### src/rtl/breakout_pkg.sv
// +----------------------------------------------------------------------------+
// | breakout_pkg                                                               |
// | Shared state codes, BCD digit width and default game parameters.           |
// | Rev 1.0 - initial release                                                  |
// +----------------------------------------------------------------------------+
`default_nettype none

package breakout_pkg;

  typedef enum logic [1:0] {
    S_NEWGAME = 2'd0,
    S_PLAY    = 2'd1,
    S_NEWBALL = 2'd2,
    S_OVER    = 2'd3
  } state_t;

  localparam int c_bcd_w           = 4;
  localparam int c_def_lives       = 3;
  localparam int c_def_delay_ticks = 120;

endpackage

`default_nettype wire

### src/rtl/bcd_score_add.sv
// +----------------------------------------------------------------------------+
// | bcd_score_add                                                              |
// | Two-digit BCD score plus 0..3 points; 99 overflow wraps modulo 100, or     |
// | saturates at 99 when BREAKOUT_SCORE_SAT_EN is defined.                     |
// | Rev 1.0 - initial release                                                  |
// +----------------------------------------------------------------------------+
`default_nettype none

module bcd_score_add
  import breakout_pkg::*;
(
  input  logic [c_bcd_w-1:0] dig0,
  input  logic [c_bcd_w-1:0] dig1,
  input  logic [1:0]         pts,
  output logic [c_bcd_w-1:0] sum0,
  output logic [c_bcd_w-1:0] sum1
);

  logic [c_bcd_w:0]   w_s;
  logic [c_bcd_w:0]   w_s_adj;
  logic               w_carry;
  logic [c_bcd_w-1:0] w_ones;

  always_comb begin
    w_s     = {1'b0, dig0} + (c_bcd_w + 1)'(pts);
    w_s_adj = w_s - (c_bcd_w + 1)'(10);
    w_carry = (w_s > (c_bcd_w + 1)'(9));
    w_ones  = w_carry ? w_s_adj[c_bcd_w-1:0] : w_s[c_bcd_w-1:0];
  end

  always_comb begin
    sum0 = w_ones;
    sum1 = dig1;
    if (w_carry) begin
      if (dig1 == c_bcd_w'(9)) begin
`ifdef BREAKOUT_SCORE_SAT_EN
        sum0 = c_bcd_w'(9);
        sum1 = c_bcd_w'(9);
`else
        sum1 = '0;
`endif
      end else begin
        sum1 = dig1 + c_bcd_w'(1);
      end
    end
  end

endmodule

`default_nettype wire

### src/rtl/breakout_score_ctrl.sv
// +----------------------------------------------------------------------------+
// | breakout_score_ctrl                                                        |
// | Breakout game FSM: score, balls remaining, game-over delay, ball launch.   |
// | Score overflow set by BREAKOUT_SCORE_SAT_EN (see bcd_score_add).           |
// | Rev 1.0 - initial release                                                  |
// +----------------------------------------------------------------------------+
`default_nettype none

module breakout_score_ctrl
  import breakout_pkg::*;
#(
  parameter int LIVES       = c_def_lives,
  parameter int DELAY_TICKS = c_def_delay_ticks
) (
  input  logic               clk,
  input  logic               reset_n,
  input  logic               timer_tick,
  input  logic               btn_start,
  input  logic               brick_hit,
  input  logic [1:0]         hit_pts,
  input  logic               ball_miss,
  input  logic               all_cleared,
  output logic [c_bcd_w-1:0] dig0,
  output logic [c_bcd_w-1:0] dig1,
  output logic [1:0]         ball,
  output logic [1:0]         state,
  output logic               gra_still,
  output logic               ball_launch
);

  localparam int c_dly_w = (DELAY_TICKS > 1) ? $clog2(DELAY_TICKS + 1) : 1;

  state_t             r_state;
  state_t             w_state_nxt;
  logic [c_dly_w-1:0] r_dly;
  logic [c_bcd_w-1:0] r_dig0;
  logic [c_bcd_w-1:0] r_dig1;
  logic [1:0]         r_ball;
  logic               r_launch;
  logic [c_bcd_w-1:0] w_sum0;
  logic [c_bcd_w-1:0] w_sum1;
  logic               w_dly_done;

  bcd_score_add u_add (
    .dig0 (r_dig0),
    .dig1 (r_dig1),
    .pts  (hit_pts),
    .sum0 (w_sum0),
    .sum1 (w_sum1)
  );

  assign w_dly_done = timer_tick && (r_dly == c_dly_w'(DELAY_TICKS - 1));

  always_comb begin
    w_state_nxt = r_state;
    case (r_state)
      S_NEWGAME: if (btn_start) w_state_nxt = S_PLAY;
      S_PLAY: begin
        // all_cleared dominates a same-cycle miss; the ball is still spent
        if (all_cleared)
          w_state_nxt = S_OVER;
        else if (ball_miss)
          w_state_nxt = (r_ball == 2'd1) ? S_OVER : S_NEWBALL;
      end
      S_NEWBALL: if (btn_start) w_state_nxt = S_PLAY;
      S_OVER:    if (w_dly_done) w_state_nxt = S_NEWGAME;
      default:   w_state_nxt = S_NEWGAME;
    endcase
  end

  always_ff @(posedge clk) begin
    if (!reset_n) begin
      r_state  <= S_NEWGAME;
      r_dly    <= '0;
      r_dig0   <= '0;
      r_dig1   <= '0;
      r_ball   <= 2'(LIVES);
      r_launch <= 1'b0;
    end else begin
      r_state  <= w_state_nxt;
      r_launch <= (w_state_nxt == S_PLAY) && (r_state != S_PLAY);

      if (w_state_nxt == S_NEWGAME) begin
        r_dig0 <= '0;
        r_dig1 <= '0;
        r_ball <= 2'(LIVES);
      end else if (r_state == S_PLAY) begin
        if (brick_hit) begin
          r_dig0 <= w_sum0;
          r_dig1 <= w_sum1;
        end
        if (ball_miss && (r_ball != 2'd0))
          r_ball <= r_ball - 2'd1;
      end

      // Counter lives only while staying in OVER, so entry and exit both clear it
      if ((r_state == S_OVER) && (w_state_nxt == S_OVER)) begin
        if (timer_tick)
          r_dly <= r_dly + c_dly_w'(1);
      end else begin
        r_dly <= '0;
      end
    end
  end

  assign dig0        = r_dig0;
  assign dig1        = r_dig1;
  assign ball        = r_ball;
  assign state       = r_state;
  assign gra_still   = (r_state != S_PLAY);
  assign ball_launch = r_launch;

endmodule

`default_nettype wire
### config.mk
export PLATFORM = sky130hd
export DESIGN_NAME = breakout_score_ctrl
export DESIGN_NICKNAME = d
export VERILOG_FILES = /design/src/rtl/breakout_pkg.sv /design/src/rtl/bcd_score_add.sv /design/src/rtl/breakout_score_ctrl.sv
export SDC_FILE = /design/constraint.sdc
export NUM_CORES = 1
export LEC_CHECK = 0
export CORE_MARGIN = 2
export CORE_UTILIZATION = 55
export DETAILED_ROUTE_END_ITERATION = 10
export PLACE_DENSITY = 0.83
export SLEW_MARGIN = 20
export SYNTH_ARGS = -nofsm -noshare
export SYNTH_HDL_FRONTEND = slang
export SYNTH_SLANG_ARGS = --single-unit
### constraint.sdc
create_clock -name clk -period 7.35 [get_ports clk]
set_input_delay 0.735 -clock clk [delete_from_list [all_inputs] [get_ports clk]]
set_output_delay 0.735 -clock clk [all_outputs]
set_load 0.01 [all_outputs]
==> metrics.md, run 1 <==
| Metric | Value |
|---|---|
| Status | complete, no violations |
| Critical path class | in -> reg |
| DR iter-0 viols | 10 |
| Startpoint Class | primary input |
| Largest net degree at the start of global routing | 14 |
| Fmax | 307 MHz |
| R2R Path End | dig0[1] |
| Tcrit/Tclk final | 44.3% |
| # IOs | 23 |
| Number of synthesized register bits | 20 |
| Lkg Pwr | 0.613 nW |
| Post-synth EDFFs | 0 |
| Hold Path Depth | 2 |
| CTS Buffer Depth | 2 |
| Post-route insts no fill | 202 |
| First-pass detailed-route iteration total | 4 |
| CP Capture Type | flip-flop |
| Storage element area | 400 sq um |
| Antenna Cells | 0 |
| Max Fanout on Critical Path | 5 |
| Total GRT Usage | 23.3% |
| Area delta synth->final | 20.3% |
| Power consumption | 0.248 mW |
| Post-synth top cells | 20 x dfxtp_1, 14 x inv_1, 13 x nor2_1, 12 x a21oi_1, 9 x o21ai_0 |
| Min-delay worst type | reg -> reg |
| Cell taking the most area after synthesis | dfxtp_1 |
| GP Congestion | 0.942 |
| Vias in the first global route | 1131 |
| Yosys warns | 0 |
| Max Cap Viol | 0 |
| CP Depth | 11 |
| Hpwl dp | 2.12 mm |
| Design Area, Final | 1600 sq um |
| Initial core utilization | 59.2% |
| Final setup vio count | 0 |
| Setup TNS | 0 ns |
| Peak supply drop | 166 uV |
| Antenna-violating nets left | 0 |
| Multi-input gate area | 843 sq um |
| Fin Hold WS | 0.502 ns |
| Vias per cell | 5.59 |
| Top delay family on crit path | adder cells |
| Cell area power density | 155 nW/um^2 |
| CP Buf/Inv Count | 2 |
| Crit path top cell by count | ha_1 |
| Horiz. Die Dim | 53.2 microns |
| Top cells by area, synth | dfxtp_1 30%, ha_1 5.6%, a21oi_1 4.5% |
| Reg2Reg Depth | 10 |
| First-pass GRT wire length | 4.88 mm |
| Share of layout cells above drive strength 1 | 10.3% |
| Crit path DAT | 3.49 ns |
| IO buf count | 22 |
| Ys flop type | dfxtp_1 |
| Asr flop ratio synth | 0% |
| Final Hold Viols | 0 |
| Grt ovf | 0 |
| Core area | 2250 sq um |
| DRC | 0 |
| Clk slew on worst S/H paths | 0.12 ns |
| Sequential fraction of the synthesis area | 30.0% |
| Number of placement rows | 17 |
| Clk_lat worst skew | 0.30 ns |
| Root buffer cell | clkbuf_4 |
| H-tree Lvls | 1 |
| CTS sink count | 20 |
| Slew margin rel. | 60.6% |
| DR vias | 1130 |
| Hold EP | r_dly[6] |
| DP Worst Slack | 3.81 ns |
| HP Start | r_dly[6] |
| Critical Path, Cell by Cell | clkdlybuf4s50_1 > ha_1 > inv_1 > fa_1 > xor2_2 > ha_1 > and2b_2 > o22a_1 > o21ai_0 > a221o_1 > a21oi_1 |
| Util after Layout | 71.1% |
| Post-DP Area | 1550 sq um |
| Placed Cells | 198 |
| Syn avg cell area | 8.77 sq um |
| Post-CTS Setup Bufs | 0 |
| Fill cell count | 203 |
| Share of the synthesized area in the top cell type | 30.0% |
| Final Skew | 0.0108 ns |
| Final wirelength | 2.77 mm |
| Count leader, synth | dfxtp_1 |
| Final count of pins violating max slew | 0 |
| Critical path data required time | 7.59 ns |
| Resized cells post-CTS | 0 |
| CTS tree | done |
| TritonCTS Buffers | 3 |
| Syn_nets | 168 |
| Reg2Reg Setup Slack | 4.60 ns |
| CP max stage delay | 0.48 ns |
| Slew of the pin with the lowest slew margin | 0.591 ns |
| Total die area | 2840 sq um |
| Final net count | 191 |
| Cells after Synth | 152 |
| RSZ-0062 raised after global routing | no |
| Chip height | 53.2 microns |
| Period minus WS final | 3.25 ns |
| Worst path slowest cell | fa_1 |
| Origin of the critical flop-to-flop path | dig0[0] |
| Final WS setup | 4.10 ns |
| Routed wire per std cell | 13.7 microns |
| Hold_buf cts | 0 |
| Syn Std Cell Area | 1330 sq um |
| Initial antenna violation count | 0 |
| Post-synth cell types | 52 |
## kinds of logic after synthesis
logic type                 after synthesis  synth area share, %
buffers and inverters                   18                 6.75
xor gates and xnor gates                 6                 4.50
and+or+nand+nor                         55                 25.0
AOI/OAI and AO/OA                       43                 24.4
DFF                                     20                 30.0
adders and majority gates                7                 7.13
muxes                                    3                 2.25
## worst max path at each step
stage                     startpoint      end  slack (ns)
final                     hit_pts[0]  dig0[1]        4.10
after global routing      hit_pts[0]  dig0[1]        3.87
after CTS                 hit_pts[0]  dig0[1]        4.11
after detailed placement  hit_pts[0]  dig1[3]        3.81
after global placement    hit_pts[0]  dig1[3]        3.94
after floorplan           hit_pts[0]  dig1[1]        4.52
## flip-flops by register name, indices dropped and copies added, names as in the netlist
signal and cells:
r_dly 7, ball_launch 1, dig0 4, state 2, dig1 4, ball 2
## worst min-delay path: stages, from the launching register on
cell and delay (ns):
dfxtp_1 0.34, o21ai_0 0.07, a21oi_1 0.06
## report_power, final
group	leakage, nW	internal [mW]	total [mW]	switching (mW)
logic	0.423	0.0204	0.0436	0.0232
clock network	0.0279	0.0551	0.0901	0.0350
registers	0.162	0.111	0.114	0.00321
total	0.613	0.186	0.248	0.0614
## area by class of cell
cell class              count  share of cell area [%]
clock buffers               3                    1.40
clock inverters             1                    1.87
inverters                  14                    3.28
multi-input cells         114                    52.6
flip-flops and latches     20                    25.0
well taps                  28                    2.18
repair buffers             22                    13.7
## layer usage
metal / track usage (%) / up-vias / wire [microns]
li1: - / 588 / -
met1: 30.0 / 515 / 1350
met2: 39.1 / 25 / 1300
met3: 3.95 / 2 / 108
met4: 7.69 / 0 / 17
met5: 0 / - / 0
## layout by cell type (no fill, tap or decap), drive strengths merged, types with 2 or more instances in the layout
master / synthesis / layout
inv: 14 / 14
nand4: 3 / 3
a21o: 4 / 4
dfxtp: 20 / 20
and2b: 2 / 2
o31ai: 2 / 2
nand3: 6 / 6
a21oi: 12 / 12
ha: 6 / 6
xor2: 3 / 3
nor2b: 3 / 3
clkbuf: 0 / 3
nand2: 8 / 8
nand3b: 3 / 3
o311ai: 2 / 2
o21ai: 10 / 10
nor2: 14 / 14
clkdlybuf4s50: 0 / 22
xnor2: 3 / 3
mux2i: 3 / 3
nor3: 4 / 4
and2: 5 / 5
Note: power is estimated with default switching activity, not from simulation.
==> run 2, diff against run 1 <==
--- a/config.mk
+++ b/config.mk
@@ -6,9 +6,9 @@
 export NUM_CORES = 1
 export LEC_CHECK = 0
 export CORE_MARGIN = 2
-export CORE_UTILIZATION = 55
+export CORE_UTILIZATION = 52
 export DETAILED_ROUTE_END_ITERATION = 10
-export PLACE_DENSITY = 0.83
+export PLACE_DENSITY = 0.79
 export SLEW_MARGIN = 20
 export SYNTH_ARGS = -nofsm -noshare
 export SYNTH_HDL_FRONTEND = slang
==> constraint.sdc (replaced) <==
create_clock -name clk -period 3 [get_ports clk]
set_input_delay 0.3 -clock clk [delete_from_list [all_inputs] [get_ports clk]]
set_output_delay 0.3 -clock clk [all_outputs]
set_load 0.01 [all_outputs]
==> run 2 against run 1 <==
Setup slack got worse by 3.7 ns. Worst hold slack worse by 0.013 ns. Wire length down 0.94%. Critical path depth stayed put. Critical endpoint is now dig1[1]. Highest routed layer unchanged.
==> metrics.md, run 2 (synthesis results as in run 1) <==
| Metric | Value |
|---|---|
| Hpwl dp | 2.17 mm |
| Resized cells post-CTS | 0 |
| Antenna-violating nets left | 0 |
| CTS tree | done |
| Vias in the first global route | 1013 |
| Period minus WS final | 2.64 ns |
| Clk_lat worst skew | 0.30 ns |
| DR vias | 1114 |
| IO buf count | 22 |
| # IOs | 23 |
| Final net count | 193 |
| Hold EP | dig0[0] |
| Root buffer cell | clkbuf_4 |
| Grt ovf | 0 |
| Post-CTS Setup Bufs | 0 |
| Clk slew on worst S/H paths | 0.11 ns |
| Final count of pins violating max slew | 0 |
| Origin of the critical flop-to-flop path | dig0[0] |
| Reg2Reg Setup Slack | 0.43 ns |
| Post-route insts no fill | 205 |
| Initial core utilization | 54.3% |
| Fmax | 378 MHz |
| Initial antenna violation count | 0 |
| First-pass GRT wire length | 4.40 mm |
| TritonCTS Buffers | 3 |
| Setup TNS | 0 ns |
| HP Start | dig0[0] |
| Commonest non-fill, non-tap cells in the layout | 22 x clkdlybuf4s50_1, 20 x dfxtp_1, 14 x inv_1 |
| RSZ-0062 raised after global routing | no |
| Share of layout cells above drive strength 1 | 10.9% |
| Final setup vio count | 0 |
| Startpoint Class | primary input |
| Crit path DAT | 2.84 ns |
| CP Capture Type | flip-flop |
| R2R Path End | dig1[1] |
| Final Skew | 0.00786 ns |
| Most common cell after layout, fill and taps aside | clkdlybuf4s50_1 |
| Routed wire per std cell | 13.4 microns |
| Hold_buf cts | 0 |
| Vias per cell | 5.43 |
| Horiz. Die Dim | 54.6 microns |
| Reg2Reg Depth | 10 |
| Core area | 2450 sq um |
| Total GRT Usage | 20.7% |
| Max Fanout on Critical Path | 5 |
| Hold Path Depth | 2 |
| Lkg Pwr | 0.607 nW |
| Placed Cells | 202 |
| Critical path data required time | 3.20 ns |
| Critical path class | in -> reg |
| Cell area power density | 323 nW/um^2 |
| GP Congestion | 0.855 |
| Number of placement rows | 18 |
| Chip height | 54.6 microns |
| Status | complete, no violations |
| Antenna Cells | 0 |
| Storage element area | 400 sq um |
| CTS Buffer Depth | 2 |
| Final Hold Viols | 0 |
| Peak supply drop | 266 uV |
| Final wirelength | 2.75 mm |
| Biggest register | r_dly |
| Tcrit/Tclk final | 88.1% |
| Slew of the pin with the lowest slew margin | 0.603 ns |
| First-pass detailed-route iteration total | 4 |
| DR iter-0 viols | 21 |
| Area delta synth->final | 19.3% |
| Total die area | 2990 sq um |
| Largest net degree at the start of global routing | 14 |
| Multi-input gate area | 843 sq um |
| Slew margin rel. | 59.7% |
| Max Cap Viol | 0 |
| CTS sink count | 20 |
| Max reg flops | 7 |
| Fill cell count | 231 |
| H-tree Lvls | 1 |
| DRC | 0 |
| Min-delay worst type | reg -> reg |
-- run 2: cell types whose count changed in the layout (fill, tap and decap cells not counted), sizes merged --
cell    change
buf         +2
bufinv      -1
-- run 2: how the worst max path moves through the flow --
stage / startpoint / end / slack (ns)
after global placement: hit_pts[0] / dig1[3] / 0.1
after floorplan: dig0[0] / dig1[1] / 0.50
after detailed placement: hit_pts[0] / dig1[1] / 0.04
after CTS: hit_pts[0] / dig1[1] / 0.35
final: hit_pts[0] / dig1[1] / 0.36
after global routing: hit_pts[0] / dig1[3] / 0.21
-- run 2: per-layer routing --
layer	track usage [%]	share of wire (%)	up-vias	wire length, microns
met5	0	0	-	0
met4	7.50	0.73	0	20
met3	3.28	3.7	2	102
met2	31.5	44	21	1210
met1	29.2	52	505	1420
li1	-	-	586	-
-- run 2: cell type report --
cell class | count | area share, %
Multi-Input combinational cell | 114 | 53.0
Sequential cell | 20 | 25.2
Tap cell | 30 | 2.36
Timing Repair Buffer | 24 | 14.8
Clock buffer | 3 | 1.42
Inverter | 14 | 3.30
-- run 2: power by group --
group	switching (mW)	internal (mW)	leakage (nW)
logic	0.0563	0.0518	0.432
registers	0.00744	0.272	0.162
clock network	0.0805	0.0467	0.0138
total	0.144	0.370	0.607
-- run 2: metrics by stage --
stage                     util (%)  total power, mW  cell area, sq um  setup WS, ns  hold WS (ns)
after floorplan                  -            0.351              1330         0.497         0.422
after global placement        63.9            0.392              1570        0.0988         0.463
after detailed placement      63.9            0.394              1570        0.0371         0.477
after CTS                     64.8            0.520              1590         0.353         0.494
after global routing          64.8            0.542              1590         0.209         0.527
final                         64.8            0.515              1590         0.357         0.490
-- run 2: critical path, cell delays in order --
cell and delay (ns):
clkdlybuf4s50_1 0.46, ha_1 0.21, inv_1 0.07, fa_1 0.42, xor2_2 0.20, ha_1 0.27
and2b_2 0.25, a2111oi_4 0.22, a21o_2 0.20, mux2i_1 0.18, nor2_1 0.06
==> run 3, diff against run 2 <==
--- a/config.mk
+++ b/config.mk
@@ -9,7 +9,6 @@
 export CORE_UTILIZATION = 52
 export DETAILED_ROUTE_END_ITERATION = 10
 export PLACE_DENSITY = 0.79
-export SLEW_MARGIN = 20
 export SYNTH_ARGS = -nofsm -noshare
 export SYNTH_HDL_FRONTEND = slang
 export SYNTH_SLANG_ARGS = --single-unit
==> results of run 3 <==
Final layout, timing and power as in run 2 (identical DEF).
